**config.mk**
```make
export PLATFORM = sky130hd
export DESIGN_NAME = rv32i_multicycle_ctrl
export DESIGN_NICKNAME = d
export VERILOG_FILES = /design/src/rtl/rv32i_ctrl_pkg.sv /design/src/rtl/rv32i_multicycle_ctrl.sv
export SDC_FILE = /design/constraint.sdc
export NUM_CORES = 1
export LEC_CHECK = 0
export CORE_MARGIN = 8
export CORE_UTILIZATION = 35
export CTS_BUF_LIST = sky130_fd_sc_hd__clkbuf_4 sky130_fd_sc_hd__clkbuf_8 sky130_fd_sc_hd__clkbuf_16
export DETAILED_ROUTE_END_ITERATION = 10
export HOLD_SLACK_MARGIN = 0.08
export MAX_ROUTING_LAYER = met4
export SYNTH_ARGS = -nofsm -noshare
export SYNTH_HDL_FRONTEND = slang
export SYNTH_SLANG_ARGS = --single-unit
```
**constraint.sdc**
```tcl
create_clock -name clk -period 8.3 [get_ports clk]
set_input_delay 2.49 -clock clk [delete_from_list [all_inputs] [get_ports clk]]
set_output_delay 2.49 -clock clk [all_outputs]
set_load 0.02 [all_outputs]
```
**src/rtl/rv32i_ctrl_pkg.sv**
```systemverilog
// Shared encodings for the RV32I multi-cycle controller, the instruction
// decoder and the datapath.
//   state_t      : controller FSM state encoding (also exported on the debug port)
//   OPC_*        : RV32I major opcodes
//   PC_SEL_*     : PC next-value mux encoding
//   WB_SEL_*     : register-file write-back mux encoding
//   opcode_legal : opcodes the core executes; anything else traps
package rv32i_ctrl_pkg;

  typedef enum logic [2:0] {
    FETCH     = 3'd0,
    DECODE    = 3'd1,
    EXECUTE   = 3'd2,
    MEMORY    = 3'd3,
    WRITEBACK = 3'd4,
    TRAP      = 3'd5
  } state_t;

  localparam logic [6:0] OPC_LUI    = 7'b0110111;
  localparam logic [6:0] OPC_AUIPC  = 7'b0010111;
  localparam logic [6:0] OPC_JAL    = 7'b1101111;
  localparam logic [6:0] OPC_JALR   = 7'b1100111;
  localparam logic [6:0] OPC_BRANCH = 7'b1100011;
  localparam logic [6:0] OPC_LOAD   = 7'b0000011;
  localparam logic [6:0] OPC_STORE  = 7'b0100011;
  localparam logic [6:0] OPC_OP_IMM = 7'b0010011;
  localparam logic [6:0] OPC_OP     = 7'b0110011;
  localparam logic [6:0] OPC_FENCE  = 7'b0001111;
  localparam logic [6:0] OPC_SYSTEM = 7'b1110011;

  localparam logic [1:0] PC_SEL_PLUS4  = 2'd0;
  localparam logic [1:0] PC_SEL_TARGET = 2'd1;
  localparam logic [1:0] PC_SEL_JALR   = 2'd2;

  localparam logic [1:0] WB_SEL_ALU = 2'd0;
  localparam logic [1:0] WB_SEL_MDR = 2'd1;
  localparam logic [1:0] WB_SEL_PC4 = 2'd2;
  localparam logic [1:0] WB_SEL_IMM = 2'd3;

  function automatic logic opcode_legal(input logic [6:0] opc);
    logic ok;
    case (opc)
      OPC_LUI, OPC_AUIPC, OPC_JAL, OPC_JALR, OPC_BRANCH,
      OPC_LOAD, OPC_STORE, OPC_OP_IMM, OPC_OP, OPC_FENCE: ok = 1'b1;
      default:                                             ok = 1'b0;
    endcase
    return ok;
  endfunction

endpackage

```
**src/rtl/rv32i_multicycle_ctrl.sv**
```systemverilog
// Multi-cycle control FSM for the RV32I core. Sequences each instruction
// through fetch/decode/execute/memory/writeback, drives datapath enables and
// muxes plus the unified memory handshake, counts retired instructions and
// traps (stickily) on unsupported opcodes.
//
// Ports:
//   clk, reset           : clock; synchronous active-high reset
//   opcode, funct3       : decoder fields, valid from DECODE onward
//   branch_taken         : ALU compare result, used in EXECUTE for branches
//   mem_ready            : memory completes the current request this cycle
//   mem_req/mem_we       : memory request and store qualifier
//   addr_sel             : 0 = PC, 1 = ALU result as memory address
//   ir_we/mdr_we/pc_we   : register load strobes
//   pc_sel, alu_a_sel    : PC mux and ALU operand-A mux
//   rf_we, wb_sel        : register file write strobe and source mux
//   state, trap, instret : debug state, sticky illegal flag, retire count
//
// state     | meaning
// ----------+----------------------------------------------------------
// FETCH     | read instruction at PC, wait for mem_ready, load IR
// DECODE    | classify opcode; illegal opcodes go to TRAP
// EXECUTE   | ALU op; branches and FENCE retire here
// MEMORY    | data access at ALU address; stores retire here
// WRITEBACK | register write and PC update; instruction retires
// TRAP      | absorbing until reset; all strobes low
module rv32i_multicycle_ctrl
  import rv32i_ctrl_pkg::*;
#(
  parameter int INSTRET_W = 32
) (
  input  logic                 clk,
  input  logic                 reset,
  input  logic [6:0]           opcode,
  input  logic [2:0]           funct3,
  input  logic                 branch_taken,
  input  logic                 mem_ready,
  output logic                 mem_req,
  output logic                 mem_we,
  output logic                 addr_sel,
  output logic                 ir_we,
  output logic                 mdr_we,
  output logic                 pc_we,
  output logic [1:0]           pc_sel,
  output logic                 alu_a_sel,
  output logic                 rf_we,
  output logic [1:0]           wb_sel,
  output logic [2:0]           state,
  output logic                 trap,
  output logic [INSTRET_W-1:0] instret
);

  state_t               state_q, state_d;
  logic                 trap_q;
  logic [INSTRET_W-1:0] instret_q;
  logic                 retire;

  // funct3 is carried for future trap qualification; no opcode currently
  // depends on it.
  logic unused_funct3;
  assign unused_funct3 = ^funct3;

  always_comb begin
    state_d   = state_q;
    mem_req   = 1'b0;
    mem_we    = 1'b0;
    addr_sel  = 1'b0;
    ir_we     = 1'b0;
    mdr_we    = 1'b0;
    pc_we     = 1'b0;
    pc_sel    = PC_SEL_PLUS4;
    alu_a_sel = 1'b0;
    rf_we     = 1'b0;
    wb_sel    = WB_SEL_ALU;
    retire    = 1'b0;

    // Everything stays at its default while reset is high, so an in-flight
    // request is dropped in the same cycle reset arrives.
    if (!reset) begin
      case (state_q)
        FETCH: begin
          mem_req = 1'b1;
          if (mem_ready) begin
            ir_we   = 1'b1;
            state_d = DECODE;
          end
        end

        DECODE: state_d = opcode_legal(opcode) ? EXECUTE : TRAP;

        EXECUTE: begin
          case (opcode)
            OPC_LOAD, OPC_STORE: state_d = MEMORY;
            OPC_BRANCH: begin
              pc_we     = 1'b1;
              alu_a_sel = 1'b1;
              pc_sel    = branch_taken ? PC_SEL_TARGET : PC_SEL_PLUS4;
              retire    = 1'b1;
              state_d   = FETCH;
            end
            OPC_FENCE: begin
              pc_we   = 1'b1;
              retire  = 1'b1;
              state_d = FETCH;
            end
            OPC_AUIPC, OPC_JAL: begin
              alu_a_sel = 1'b1;
              state_d   = WRITEBACK;
            end
            default: state_d = WRITEBACK;
          endcase
        end

        MEMORY: begin
          mem_req  = 1'b1;
          addr_sel = 1'b1;
          mem_we   = (opcode == OPC_STORE);
          if (mem_ready) begin
            if (opcode == OPC_STORE) begin
              pc_we   = 1'b1;
              retire  = 1'b1;
              state_d = FETCH;
            end else begin
              mdr_we  = 1'b1;
              state_d = WRITEBACK;
            end
          end
        end

        WRITEBACK: begin
          rf_we  = 1'b1;
          pc_we  = 1'b1;
          retire = 1'b1;
          case (opcode)
            OPC_LOAD: wb_sel = WB_SEL_MDR;
            OPC_JAL: begin
              wb_sel = WB_SEL_PC4;
              pc_sel = PC_SEL_TARGET;
            end
            OPC_JALR: begin
              wb_sel = WB_SEL_PC4;
              pc_sel = PC_SEL_JALR;
            end
            OPC_LUI: wb_sel = WB_SEL_IMM;
            default: wb_sel = WB_SEL_ALU;
          endcase
          state_d = FETCH;
        end

        TRAP: state_d = TRAP;

        default: state_d = FETCH;
      endcase
    end
  end

  always_ff @(posedge clk) begin
    if (reset) begin
      state_q   <= FETCH;
      trap_q    <= 1'b0;
      instret_q <= '0;
    end else begin
      state_q <= state_d;
      trap_q  <= (state_d == TRAP);
      if (retire) begin
        instret_q <= instret_q + INSTRET_W'(1);
      end
    end
  end

  assign state   = state_q;
  assign trap    = trap_q;
  assign instret = instret_q;

endmodule

```
Word level (Yosys, flattened, before mapping)
Cells that the tools add are included.
{ "totals": {"output_inout_bits": 48, "in_bits": 14, "reg_bits": 36, "elab_cells": 68} }
{ "classes": {"n_eq_ne": 16, "addsub": 1, "n_reduce_logical": 7, "muxes": 41} }
{ "op_table": {"columns": ["op", "count"], "rows": [
  ["$add 32x1->32 const B", 1],
  ["$mux 1", 27],
  ["$eq 7x6->1 const B", 3],
  ["$eq 7x7->1 const B", 3],
  ["$mux 3", 5],
  ["$pmux 3 s5", 1],
  ["$eq 7x5->1 const B", 2],
  ["$reduce_or 10->1", 1],
  ["$eq 3x3->1 const B", 3],
  ["$pmux 2 s2", 2],
  ["$reduce_or 2->1", 4],
  ["$eq 7x2->1 const B", 1],
  ["$eq 7x4->1 const B", 1],
  ["$eq 3x2->1 const B", 2],
  ["$mux 2", 3],
  ["$pmux 2 s3", 1],
  ["$pmux 3 s2", 1],
  ["$eq 3x1->1 const B", 1],
  ["$logic_not 3->1", 1],
  ["$pmux 1 s3", 1],
  ["$reduce_or 3->1", 1]
]} }

Depth between registers and ports, before layout
Gate-level depths: netlist of the first run.
{ "logic_depth": {"depth_word": 9, "depth_mapped": 8, "mapped_depth_nobuf": 5} }

Least setup slack after synthesis of the first run
Ideal clock, no wire load.
{ "synth_path": {"kind": "input to output", "startpoint": "in opcode[2]", "endpoint": "out pc_we", "t_arrival_ns": 3.857, "path_stages": 7, "n_path_buf": 3, "path_slack_ns": 1.953, "t_required_ns": 5.810, "path_cell_list": "buf_4 > nor4b_2 > nand3_1 > o221a_2 > buf_2 > buf_2 > inv_1"} }
{ "synth_between": {"elab_chain_len": 5, "word_cells_on_any_way": 9, "classes_between": "eq/ne: 3; mux: 5; reduce/logical: 1"} }
{ "synth_rtl": {"columns": ["element", "line_no", "rtl"], "rows": [
  ["from (decl)", "rv32i_multicycle_ctrl.sv:33", "input logic [6:0] opcode,"],
  ["$eq 7x6->1 (tied with other cells)", "rv32i_multicycle_ctrl.sv:118", "if (opcode == OPC_STORE) begin"],
  ["$mux 1 or $reduce_or 2->1 (tied branches)", null, null],
  ["$mux 1 (on tied branches)", "rv32i_multicycle_ctrl.sv:117, rv32i_multicycle_ctrl.sv:91", null],
  ["$pmux 1 s3 *", "rv32i_multicycle_ctrl.sv:79", "case (state_q)"],
  ["$mux 1 *", "rv32i_multicycle_ctrl.sv:78", "if (!reset) begin"],
  ["to (decl)", "rv32i_multicycle_ctrl.sv:42", "output logic pc_we,"]
]} }
Every way passes the cells marked *; elsewhere a longest branch is shown, timed or not.

Final worst setup path of the first run
{ "layout_path": {"startpoint": "in opcode[3]", "endpoint": "out pc_we"} }
Same word-level chain as after synthesis.

==> results.txt, run 1 <==
Status -> completed
Critical register-to-register path startpoint -> state[1]
Mux share of post-synthesis cell area -> 0.4723%
# IOs -> 62
Max incr delay on CP -> 0.60 ns
Clk_lat worst skew -> 0.29 ns
Clk slew on worst S/H paths -> 0.08 ns
CP Capture Type -> output pin
Number of global-route vias before repair -> 2016
Pin count of the biggest net entering global routing -> 41
WL/cell -> 14.12 um
Crit-path leading delay family -> buffers and inverters
Sequential cell area -> 720.7 um^2
Crit-path max FO -> 12
Post-CTS setup buffer count -> 0
Worst reg2reg path depth -> 6
Wirelength, routed -> 5522 um
Distinct cells, synth -> 48
Unrepaired setup endpoints after global routing -> no
Crit-path slowest cell -> clkdlybuf4s50_1
Yosys top cell by area -> dfxtp_1
Syn_nets -> 280
Max-cap violations -> 0
Final Max Slew Viols -> 0
Max Fclk -> 141.0 MHz
Worst Hold Class -> reg -> reg
Clk sinks -> 36
Ys flop type -> dfxtp_1
Iter 0 DRT Violations -> 171
TritonRoute pass-1 iters -> 4
Post-synthesis async set-or-reset flop share -> 0%
Final setup violation count -> 0
Detailed Place HPWL -> 3933 um
Multi-input gate area -> 1270 um^2
Cells after Synth -> 265
Fin Setup TNS -> 0 ns
Layout cell share with drive strength beyond 1 -> 6.962%
Power per cell area -> 137.2 nW/um^2
Die area -> 8802 um^2
Port bufs -> 58
Final ANT Viol Nets -> 0
First-pass GRT wire length -> 9259 um
Commonest non-fill, non-tap cell in the layout -> clkdlybuf4s50_1
Average size of a mapped cell -> 7.998 um^2
Initial Util -> 36.01%
Startpoint types -> input pin
Hold Violations, Final -> 0
Filler Cell Count -> 593
Synth warn -> 0
R2R Path End -> instret[24]
Seq/Total Area, Yosys -> 34.00%
Initial antenna violation count -> 0
Clock buffer depth -> 2
Die width -> 93.82 um
Crit path DAT -> 4.60 ns
CP required -> 5.81 ns
R2R setup slack -> 5.96 ns
CTS Buf Count -> 5
FF+latch count, synth -> 36
Layout Utilization -> 48.26%
Via density -> 5.545
Number of synthesized flops with an enable pin -> 0
Synth Area in Compound Gates -> 20.48%
Worst-margin pin slew -> 0.6012 ns
Worst Hold Path Cells -> 2
Post-synthesis xor/xnor area fraction -> 6.612%
Commonest non-fill, non-tap cells in the layout -> 58 x clkdlybuf4s50_1, 36 x dfxtp_1, 24 x nor2_1, 22 x a21oi_1, 21 x nand2_1
CTS resizes -> 0
Min Tclk post-route -> 7.090 ns
Total gr overflow -> 0
H-tree depth -> 2
Routability congestion estimate from global placement -> 0.7945
Hold Crit Endpoint -> instret[31]
Crit share post-route -> 85.42%
CTS tree -> done
Total track usage -> 12.99%
Core box area -> 5886 um^2
Share of the synthesized area in the top cell type -> 34.00%
Clock Tree Root -> clkbuf_8
Hold Path Origin -> instret[31]
CP dominant cell by count -> clkdlybuf4s50_1
Die Y-Extent -> 93.82 um
Vias -> 2168
Slew headroom -> 59.41%
Post-Synth Simple-Gate Area -> 31.76%
# rows -> 28
Final nets -> 330
Worst VDD drop -> 0.0001274 V
Critical path class -> in -> out
Main combinational cell family by area after synthesis -> simple AND/OR/NAND/NOR gates
Worst Clk Skew -> 0.007682 ns
Ant diodes -> 0
DRC -> 0
WP buf/inv -> 3
Most area-consuming cells after synthesis -> dfxtp_1 34%, xnor2_1 6.6%, a21oi_1 5.2%
Adder-cell share of the synthesized area -> 0.5903%
Leakage power -> 0.8606 nW
Synthesis-to-layout area growth -> 34.00%
Cells along the critical path -> clkdlybuf4s50_1 -> nor4b_2 -> nand3_1 -> o221a_2 -> inv_1 -> clkdlybuf4s50_1
Hold_buf cts -> 0
Post-Synthesis Cell Area -> 2120 um^2
[tightest hold or removal path, delay by kind of cell (launching register included)]
| kind | cells | cell delay, ns |
|---|---|---|
| flip-flops | 1 | 0.32 |
| AO/OA/AOI/OAI | 2 | 0.11 |
[cells by family (layout without fill, tap and decap cells)]
| group | after synthesis | in the layout |
|---|---|---|
| XOR/XNOR | 16 | 16 |
| AND/OR/NAND/NOR | 117 | 117 |
| adder cells (fa/ha/maj) | 1 | 1 |
| flip-flops | 36 | 36 |
| multiplexers | 1 | 1 |
| buffers and inverters | 28 | 79 |
| AO/OA/AOI/OAI | 66 | 66 |
[synth_stat cells (all sizes together) (3+ instances only)]
| library cell | instances |
|---|---|
| buf | 12 |
| nor2 | 24 |
| and3b | 3 |
| or4 | 12 |
| or3 | 5 |
| a211oi | 9 |
| and4 | 5 |
| nand2 | 21 |
| a2111oi | 4 |
| nand4 | 7 |
| nand3 | 13 |
| dfxtp | 36 |
| o31ai | 12 |
| nor3 | 8 |
| nor3b | 3 |
| clkbuf | 7 |
| xnor2 | 16 |
| a21oi | 22 |
| o21ai | 7 |
| inv | 9 |
| or2 | 3 |
[routing by layer]
| layer | wire length (um) | track usage, % | up-vias |
|---|---|---|---|
| met5 | 0 | - | - |
| met4 | 63 | 3.963 | 0 |
| met3 | 358 | 3.437 | 7 |
| met2 | 2519 | 21.06 | 54 |
| met1 | 2581 | 15.31 | 1017 |
| li1 | - | - | 1090 |
[metrics by stage]
step	worst slack [ns]	cell area [um^2]	hold WS (ns)	instances	total power, mW
floorplan	1.953	2120	0.5511	265	0.2171
global placement	1.218	2729	0.4688	383	0.2377
detailed placement	1.204	2729	0.4725	383	0.2376
CTS	1.199	2840	0.4840	391	0.3955
global route	1.083	2840	0.5084	391	0.4070
finish	1.210	2840	0.4812	391	0.3897
[report_power, final]
part | switching [mW] | total (mW) | internal (mW) | leakage [nW]
clock | 0.0641 | 0.157 | 0.0925 | 0.0586
sequential | 0.00497 | 0.181 | 0.176 | 0.291
combinational | 0.0292 | 0.0526 | 0.0234 | 0.511
[area by class of cell]
cell class	count	area share, %
clock buffers	6	2.687
clock inverters	2	1.233
inverters	9	1.189
multi-input cells	201	44.71
well taps	75	3.304
flip-flops and latches	36	25.37
repair buffers	62	21.50
[registers in the layout, indices dropped and copies added, names as in the netlist]
register  count
instret      32
state         3
trap          1
[worst max-delay path by stage]
| stage | cells past startpoint | endpoint | startpoint | slack (ns) |
|---|---|---|---|---|
| 5_1_grt | 6 | pc_we | opcode[2] | 1.08 |
| 4_1_cts | 6 | pc_we | opcode[2] | 1.20 |
| 2_1_floorplan | 7 | pc_we | opcode[2] | 1.95 |
| 6_report | 6 | pc_we | opcode[3] | 1.21 |
| 3_3_place_gp | 6 | pc_we | opcode[3] | 1.22 |
| 3_5_place_dp | 6 | pc_we | opcode[2] | 1.20 |
Note: power is estimated with default switching activity, not from simulation.
==> run 2: changes to the inputs <==
--- a/config.mk
+++ b/config.mk
@@ -5,6 +5,7 @@
 export SDC_FILE = /design/constraint.sdc
 export NUM_CORES = 1
 export LEC_CHECK = 0
+export ABC_AREA = 1
 export CORE_MARGIN = 8
 export CORE_UTILIZATION = 35
 export CTS_BUF_LIST = sky130_fd_sc_hd__clkbuf_4 sky130_fd_sc_hd__clkbuf_8 sky130_fd_sc_hd__clkbuf_16
==> results.txt, run 2 <==
Most area-consuming cells after synthesis -> dfxtp_1 30%, nand2_1 21%, nor2_1 9.9%
Post-CTS setup buffer count -> 0
Routability congestion estimate from global placement -> 0.9224
Vias -> 2495
Hold_buf cts -> 0
Final ANT Viol Nets -> 0
Synth warn -> 0
Core box area -> 6756 um^2
PnR worst setup slack -> 1.085 ns
Seq/Total Area, Yosys -> 29.61%
Top cells by count, synth -> 136 x nand2_1, 64 x nor2_1, 36 x dfxtp_1, 25 x a21oi_1
Via density -> 4.734
Cells along the critical path -> clkdlybuf4s50_1 -> nand2_1 -> nor2_2 -> nand2_2 -> nand2_2 -> nand2_2 -> nand2_4 -> nand2_2 -> inv_2 -> clkdlybuf4s50_1
Clock buffer depth -> 2
Post-Synthesis Cell Area -> 2434 um^2
Ys flop type -> dfxtp_1
Clk sinks -> 36
First-pass GRT wire length -> 11170 um
Fin Setup TNS -> 0 ns
Startpoint types -> input pin
Pre-CTS setup slack -> 1.058 ns
Share of the synthesized area in the top cell type -> 29.61%
CP dominant cell by count -> nand2_2
Commonest non-fill, non-tap cells in the layout -> 136 x nand2_1, 64 x nor2_1, 58 x clkdlybuf4s50_1, 36 x dfxtp_1, 25 x a21oi_1
Clock Tree Root -> clkbuf_8
Max incr delay on CP -> 0.61 ns
Hold slack -> 0.5011 ns
Pin count of the biggest net entering global routing -> 35
Top-count cell post-synth -> nand2_1
GRT met1 Usage -> 17.12%
Detailed Place HPWL -> 5213 um
Average size of a mapped cell -> 6.224 um^2
CTS resizes -> 0
Layout cell share with drive strength beyond 1 -> 9.620%
Crit-path leading delay family -> buffers and inverters
Gr busiest metal -> met2
Critical path class -> in -> out
Met3 Resource Use GR -> 2.863%
Die width -> 99.39 um
Max reg flops -> 32
CTS tree -> done
H-tree depth -> 2
Worst-margin pin slew -> 0.5442 ns
Crit-path slowest cell -> clkdlybuf4s50_1
CP required -> 5.81 ns
CP Capture Type -> output pin
WL/cell -> 12.51 um
Final Max Slew Viols -> 0
Die area -> 9877 um^2
Power per cell area -> 113.2 nW/um^2
Commonest non-fill, non-tap cell in the layout -> nand2_1
Number of global-route vias before repair -> 2460
Worst VDD drop -> 0.00005123 V
Max Fclk -> 138.6 MHz
CTS Buf Count -> 5
# IOs -> 62
Max-cap violations -> 0
Crit-path max FO -> 29
Initial antenna violation count -> 0
Leakage power -> 1.127 nW
Hold Violations, Final -> 0
Crit path DAT -> 4.73 ns
Yosys top cell by area -> dfxtp_1
Iter 0 DRT Violations -> 116
Syn_nets -> 406
Total track usage -> 13.92%
Distinct cells, synth -> 29
Die Y-Extent -> 99.39 um
Slew headroom -> 63.59%
# rows -> 30
Clk slew on worst S/H paths -> 0.07 ns
Port bufs -> 58
Clk_lat worst skew -> 0.29 ns
Synthesis-to-layout area growth -> 29.36%
Worst Hold Class -> reg -> reg
Final setup violation count -> 0
Ant diodes -> 0
Worst Clk Skew -> 0.004236 ns
DRC -> 0
Crit share post-route -> 86.93%
WP buf/inv -> 3
Final nets -> 462
Post-synthesis async set-or-reset flop share -> 0%
Total gr overflow -> 0
Cells after Synth -> 391
Status -> completed
TritonRoute pass-1 iters -> 4
Wirelength, routed -> 6595 um
Min Tclk post-route -> 7.215 ns
Unrepaired setup endpoints after global routing -> no
FF+latch count, synth -> 36
Number of synthesized flops with an enable pin -> 0
Initial Util -> 36.02%
Met2 Use GR -> 22.00%
==> run 2: cell types whose count changed in the layout (fill, tap and decap cells not counted), sizes merged, moves of 5 or more <==
cell | before | now
a211oi | 9 | 0
a21oi | 22 | 35
and4 | 5 | 0
inv | 9 | 23
nand2 | 21 | 151
nand3 | 13 | 20
nand4 | 7 | 0
nor2 | 24 | 67
o31ai | 12 | 0
or3 | 5 | 0
or4 | 12 | 0
xnor2 | 16 | 9
xor2 | 0 | 16
==> run 2: per-stage QoR <==
step	instances	utilization (%)	instance area, um^2	power, mW
2_1_floorplan	391	-	2434	0.2109
3_3_place_gp	520	45.17	3052	0.2266
3_5_place_dp	520	45.17	3052	0.2267
4_1_cts	527	46.59	3148	0.3621
5_1_grt	527	46.59	3148	0.3735
6_report	527	46.59	3148	0.3563
==> run 2: logic make-up (layout without fill, tap and decap cells) <==
family	after synthesis	in the layout	share of synthesized area, %
buffers and inverters	34	90	6.735
AOI/OAI and AO/OA	44	44	10.95
adders and majority gates	1	1	0.5141
and+or+nand+nor	251	251	43.19
xor gates and xnor gates	25	25	8.997
DFF	36	36	29.61
==> run 2: layout make-up <==
| type | instances | area, um^2 |
|---|---|---|
| Tap cell | 80 | 100.1 |
| Sequential cell | 36 | 720.7 |
| Inverter | 23 | 86.33 |
| Fill cell | 744 | 3608 |
| Clock buffer | 7 | 96.34 |
| Multi-Input combinational cell | 321 | 1549 |
| Timing Repair Buffer | 60 | 595.6 |
==> run 2: worst paths after layout <==
kind	start	endpoint	slack [ns]	cells after the start
hold reg to reg	instret[27]	instret[27]	0.50	2
hold / removal	instret[27]	instret[27]	0.50	2
setup reg to reg	state[1]	instret[29]	6.07	9
setup / recovery	opcode[1]	pc_we	1.08	10
==> run 2: per-layer routing <==
metal / wire, um / part of all wire, %
met5: 0 / 0
met4: 47 / 0.71
met3: 262 / 4.0
met2: 2988 / 45
met1: 3297 / 50
==> run 2: worst reg2reg max path, delay by kind of cell, from the launching register on <==
family / cells / cell delay (ns)
buffers and inverters: 3 / 0.59
and+or+nand+nor: 4 / 0.86
AOI/OAI and AO/OA: 2 / 0.30
DFF: 1 / 0.41
==> run 2: where the power goes <==
group          switching, mW  leakage, nW  internal (mW)
clock network         0.0598       0.0503         0.0739
logic                 0.0271        0.786         0.0171
registers            0.00355        0.290          0.175
